<file path="src/rtl/order_arbiter.sv">
// Round-robin order arbiter with a windowed rate limit and a one-cycle registered
// output stage carrying the granted order word to the formatter.
module order_arbiter #(
  parameter int NUM_REQ = 4,
  parameter int ORDER_W = 64,
  localparam int SRC_W  = $clog2(NUM_REQ)
) (
  input  logic                       clk,
  input  logic                       reset,
  input  logic [NUM_REQ-1:0]         req_valid,
  input  logic [NUM_REQ*ORDER_W-1:0] req_order,
  output logic [NUM_REQ-1:0]         req_ready,
  input  logic                       cfg_enable,
  input  logic [NUM_REQ-1:0]         cfg_mask,
  input  logic [7:0]                 cfg_max_per_window,
  input  logic [15:0]                cfg_window_len,
  output logic [ORDER_W-1:0]         approved_order,
  output logic                       approved_valid,
  output logic [SRC_W-1:0]           approved_src,
  output logic                       throttled,
  output logic [31:0]                total_issued
);

  logic [SRC_W-1:0]   ptr_q, ptr_d;
  logic [15:0]        wcnt_q, wcnt_d;
  logic [7:0]         icnt_q, icnt_d;
  logic [31:0]        total_q, total_d;
  logic [ORDER_W-1:0] ord_q, ord_d;
  logic [SRC_W-1:0]   src_q, src_d;
  logic               vld_q, vld_d;

  logic [NUM_REQ-1:0] eligible;
  logic [SRC_W-1:0]   gnt_idx;
  logic               found;
  logic               grant;
  logic               thr_en;
  logic               thr;
  logic               wrap;

  // Throttle compares with >= so lowering the limit below the running count bites at once.
  assign thr_en = (cfg_max_per_window != 8'd0) && (cfg_window_len != 16'd0);
  assign thr    = thr_en && (icnt_q >= cfg_max_per_window);
  assign wrap   = wcnt_q >= (cfg_window_len - 16'd1);

  assign eligible = req_valid & ~cfg_mask;

  always_comb begin
    gnt_idx = '0;
    found   = 1'b0;
    for (int i = 0; i < NUM_REQ; i++) begin
      if (!found && eligible[ptr_q + SRC_W'(i)]) begin
        found   = 1'b1;
        gnt_idx = ptr_q + SRC_W'(i);
      end
    end
  end

  assign grant     = !reset && cfg_enable && !thr && found;
  assign req_ready = grant ? (NUM_REQ'(1) << gnt_idx) : '0;

  always_comb begin
    ptr_d   = ptr_q;
    total_d = total_q;
    ord_d   = ord_q;
    src_d   = src_q;
    vld_d   = grant;
    if (grant) begin
      ptr_d   = gnt_idx + SRC_W'(1);
      total_d = total_q + 32'd1;
      ord_d   = req_order[gnt_idx*ORDER_W +: ORDER_W];
      src_d   = gnt_idx;
    end
  end

  // A grant landing on the wrap cycle is the first of the new window.
  always_comb begin
    wcnt_d = '0;
    icnt_d = '0;
    if (thr_en) begin
      if (wrap) begin
        wcnt_d = '0;
        icnt_d = grant ? 8'd1 : 8'd0;
      end else begin
        wcnt_d = wcnt_q + 16'd1;
        icnt_d = icnt_q + (grant ? 8'd1 : 8'd0);
      end
    end
  end

  always_ff @(posedge clk or posedge reset) begin
    if (reset) begin
      ptr_q   <= '0;
      wcnt_q  <= '0;
      icnt_q  <= '0;
      total_q <= '0;
      ord_q   <= '0;
      src_q   <= '0;
      vld_q   <= 1'b0;
    end else begin
      ptr_q   <= ptr_d;
      wcnt_q  <= wcnt_d;
      icnt_q  <= icnt_d;
      total_q <= total_d;
      ord_q   <= ord_d;
      src_q   <= src_d;
      vld_q   <= vld_d;
    end
  end

  assign approved_order = ord_q;
  assign approved_valid = vld_q;
  assign approved_src   = src_q;
  assign throttled      = thr;
  assign total_issued   = total_q;

endmodule

</file>
<file path="config.mk">
export PLATFORM = sky130hd
export DESIGN_NAME = order_arbiter
export DESIGN_NICKNAME = d
export VERILOG_FILES = /design/src/rtl/order_arbiter.sv
export SDC_FILE = /design/constraint.sdc
export NUM_CORES = 1
export LEC_CHECK = 0
export BUFFER_PORTS_ARGS = -buffer_cell sky130_fd_sc_hd__buf_4
export CORE_MARGIN = 8
export CORE_UTILIZATION = 40
export CTS_CLUSTER_SIZE = 25
export DETAILED_ROUTE_END_ITERATION = 16
export PLACE_DENSITY = 0.74
export SYNTH_ARGS = -nofsm -noshare
export SYNTH_HDL_FRONTEND = slang
export SYNTH_SLANG_ARGS = --single-unit
</file>
<file path="constraint.sdc">
create_clock -name clk -period 3.85 [get_ports clk]
set_clock_uncertainty 0.05 [all_clocks]
set_input_delay 0 -clock clk [delete_from_list [all_inputs] [get_ports clk]]
set_output_delay 0 -clock clk [all_outputs]
set_load 0.005 [all_outputs]
</file>
==> results.json <==
{
  "mostFrequentLayoutCell": "buf_4",
  "syn_to_final_growth_pct": 66.2,
  "fin_nets": 1759,
  "synth_ff_type": "dfrtp_1",
  "use_met1_pct": 30.1,
  "die_h_um": 160,
  "place.gp.congestion": 0.859,
  "avgViaCountPerCell": 5.52,
  "dp_hpwl_um": 22700,
  "max-clock-path-buffers": 2,
  "yosys_register_bits": 125,
  "antenna_found_initial": 2,
  "busiest_layer": "met2",
  "leakage_nw": 6.87,
  "cp_slowest_stage_delay_ns": 0.64,
  "start_util_pct": 40.2,
  "path_cells": "inv_1 > nor2_1 > o221ai_4 > buf_6 > buf_4 > and3_1 > a211oi_1 > dlygate4sd3_1 > o31ai_2 > dlygate4sd3_1",
  "overflow": 0,
  "period_minus_slack_ns": 3.57,
  "rsz0062_at_grt": "no",
  "finalSetupViolCount": 0,
  "clock.fmax_ghz": 0.280,
  "grt_start_max_net_pins": 129,
  "numCtsBuffers": 17,
  "seq_area_frac_synth_pct": 37.5,
  "maxCapViolations": 0,
  "synth_enable_flop_cells": 0,
  "drt_pass1_iterations": 5,
  "die_w_um": 160,
  "clk_pin_slew_ns": 0.08,
  "clockRootBuffer": "clkbuf_16",
  "fin_setup_tns_ns": 0,
  "cp-end-kind": "flop",
  "slew_headroom_pct": 25.6,
  "antenna_left": 0,
  "crit_arrival_ns": 3.86,
  "portBuffers": 394,
  "crit_slowest_cell": "dlygate4sd3_1",
  "critical_path.max_fanout": 89,
  "grt_pass1_wl_um": 54300,
  "use_met2_pct": 43.2,
  "coreArea_sq_um": 20800,
  "drcViolationCount": 0,
  "grt_pass1_vias": 9933,
  "ys_async_sr_fraction_pct": 100,
  "num_rows": 53,
  "outcome": "finished clean",
  "worst_slew_pin_slew_ns": 1.12,
  "final_cell_mix": "buf_4, dlygate4sd3_1, and3_1",
  "drt_iter0_drc": 619,
  "min_path_type": "in2reg",
  "vias": 9517,
  "slew_viol_final": 0,
  "yosysWarnings": 0,
  "wire_per_inst_um": 20.0,
  "synthesis.area_sq_um": 8330,
  "drive_above_1_share_pct": 34.0,
  "postSynthCellCount": 909,
  "finalPower_w": 0.00575,
  "track_usage_pct": 26.1,
  "postCtsSetupBuffers": 0,
  "clk_latency_ns": 0.41,
  "dieArea_sq_um": 25700,
  "critPathKind": "reg2reg",
  "synth_cell_type_count": 45,
  "syn-num-nets": 1233,
  "syn_avg_cell_area_sq_um": 9.17,
  "h-tree-depth": 4,
  "drt-total-wl_um": 34600,
  "ir_drop_uv": 231,
  "cts_tree": "yes",
  "io_pins": 395,
  "power-per-cell-area_nw_per_um2": 415,
  "cts.sinks": 125,
  "fin_crit_sh_pct": 92.7,
  "hold_violations": 0,
  "crit_top_cell": "dlygate4sd3_1",
  "grtUsageMet3_pct": 8.06,
  "crit_path_start_kind": "flop",
  "critPathRequiredTime_ns": 4.14
}
## report_power, final
group / switching [W] / leakage [nW] / internal (W) / total, W
logic: 0.00107 / 4.99 / 0.00128 / 0.00235
registers: 0.000250 / 1.61 / 0.00159 / 0.00184
clock network: 0.000698 / 0.273 / 0.000859 / 0.00156
total: 0.00202 / 6.87 / 0.00373 / 0.00575
## metal layers
metal | wire (um) | part of all wire [%]
met3 | 2660 | 7.7
met2 | 17000 | 49
met4 | 1740 | 5.0
met1 | 13100 | 38
met5 | 0 | 0
## critical path: cells and delay by family, from the launching register on
kind | cells | cell delay, ns
AO/OA/AOI/OAI | 3 | 0.41
AND/OR/NAND/NOR | 2 | 0.32
buffers and inverters | 5 | 2.27
flip-flops | 1 | 0.43
## through the flow
step / instance area, sq um / hold slack, ns / worst slack [ns] / utilization (%) / instances
6_report: 13900 / 0.0571 / 0.280 / 66.7 / 1725
2_1_floorplan: 8330 / 0.191 / 0.472 / - / 909
3_5_place_dp: 11500 / 0.205 / 0.646 / 55.3 / 1512
4_1_cts: 13800 / 0.0405 / 0.132 / 66.7 / 1723
5_1_grt: 13900 / 0.108 / 0.0808 / 66.7 / 1725
3_3_place_gp: 11500 / 0.195 / 0.745 / 55.3 / 1512
## kinds of logic (layout without fill, tap and decap cells)
group                    count (synthesis)  in the layout  synth area share (%)
flip-flops                             125            125                  37.5
adder cells (fa/ha/maj)                 33             33                  4.95
AND/OR/NAND/NOR                        358            358                  23.1
AO/OA/AOI/OAI                          226            226                  22.4
other                                    0              2                     0
buffers and inverters                  103            642                  5.30
XOR/XNOR                                64             64                  6.73
## sequential cells by signal (all words and copies together), names as in the netlist
name and count:
approved_order 64, approved_src 2, approved_valid 1, icnt_q 8
ptr_q 2, total_issued 32, wcnt_q 16
## timing repair
item,in CTS,in global routing
setup endpoints to repair,0,19
gates resized for setup,0,3
hold buffers,179,0
hold endpoints to repair,189,0
## final timing paths
path | end | start | slack [ns] | cells past startpoint
max | approved_order[7] | ptr_q[1] | 0.28 | 10
min | total_issued[17] | cfg_enable | 0.06 | 6
max reg2reg | approved_order[7] | ptr_q[1] | 0.28 | 10
min reg2reg | total_issued[31] | total_issued[31] | 0.43 | 1
max in group asynchronous | approved_order[9] | reset | 2.96 | 4
min in group asynchronous | approved_valid | reset | 0.31 | 4
## synthesized netlist by cell type (2+ instances only)
| master | n | area share (%) |
|---|---|---|
| a211oi_1 | 131 | 12 |
| xnor2_1 | 44 | 4.6 |
| buf_6 | 6 | 0.81 |
| nand4_1 | 18 | 1.4 |
| nor3_2 | 2 | 0.24 |
| xor2_1 | 20 | 2.1 |
| o221ai_1 | 2 | 0.21 |
| and3_1 | 144 | 11 |
| and2_1 | 8 | 0.60 |
| nor2_1 | 40 | 1.8 |
| nor2b_1 | 2 | 0.15 |
| nand2b_1 | 9 | 0.68 |
| nor4_1 | 6 | 0.45 |
| nand2_1 | 90 | 4.1 |
| o31ai_1 | 26 | 2.3 |
| a21oi_1 | 8 | 0.48 |
| dfrtp_1 | 125 | 38 |
| inv_1 | 23 | 1.0 |
| nand3_1 | 26 | 1.6 |
| clkbuf_1 | 61 | 2.7 |
| o21ai_1 | 3 | 0.18 |
| nor3_1 | 4 | 0.24 |
| and4_1 | 2 | 0.21 |
| ha_1 | 33 | 5.0 |
| buf_2 | 8 | 0.48 |
| or3_1 | 2 | 0.15 |
| o31ai_2 | 38 | 5.7 |
| o21ai_0 | 7 | 0.42 |
| buf_1 | 4 | 0.18 |
| a2111oi_0 | 2 | 0.21 |
## area by class of cell
class / instances / area [sq um]
fill: 1585 / 6910
timing repair buffer: 586 / 4900
multi-input combinational: 681 / 4810
sequential: 125 / 3130
clock buffer: 17 / 425
tap: 275 / 344
clock inverter: 15 / 143
inverter: 24 / 97.6
antenna: 2 / 5.00
No activity file was read; power rests on OpenSTA's default activity.
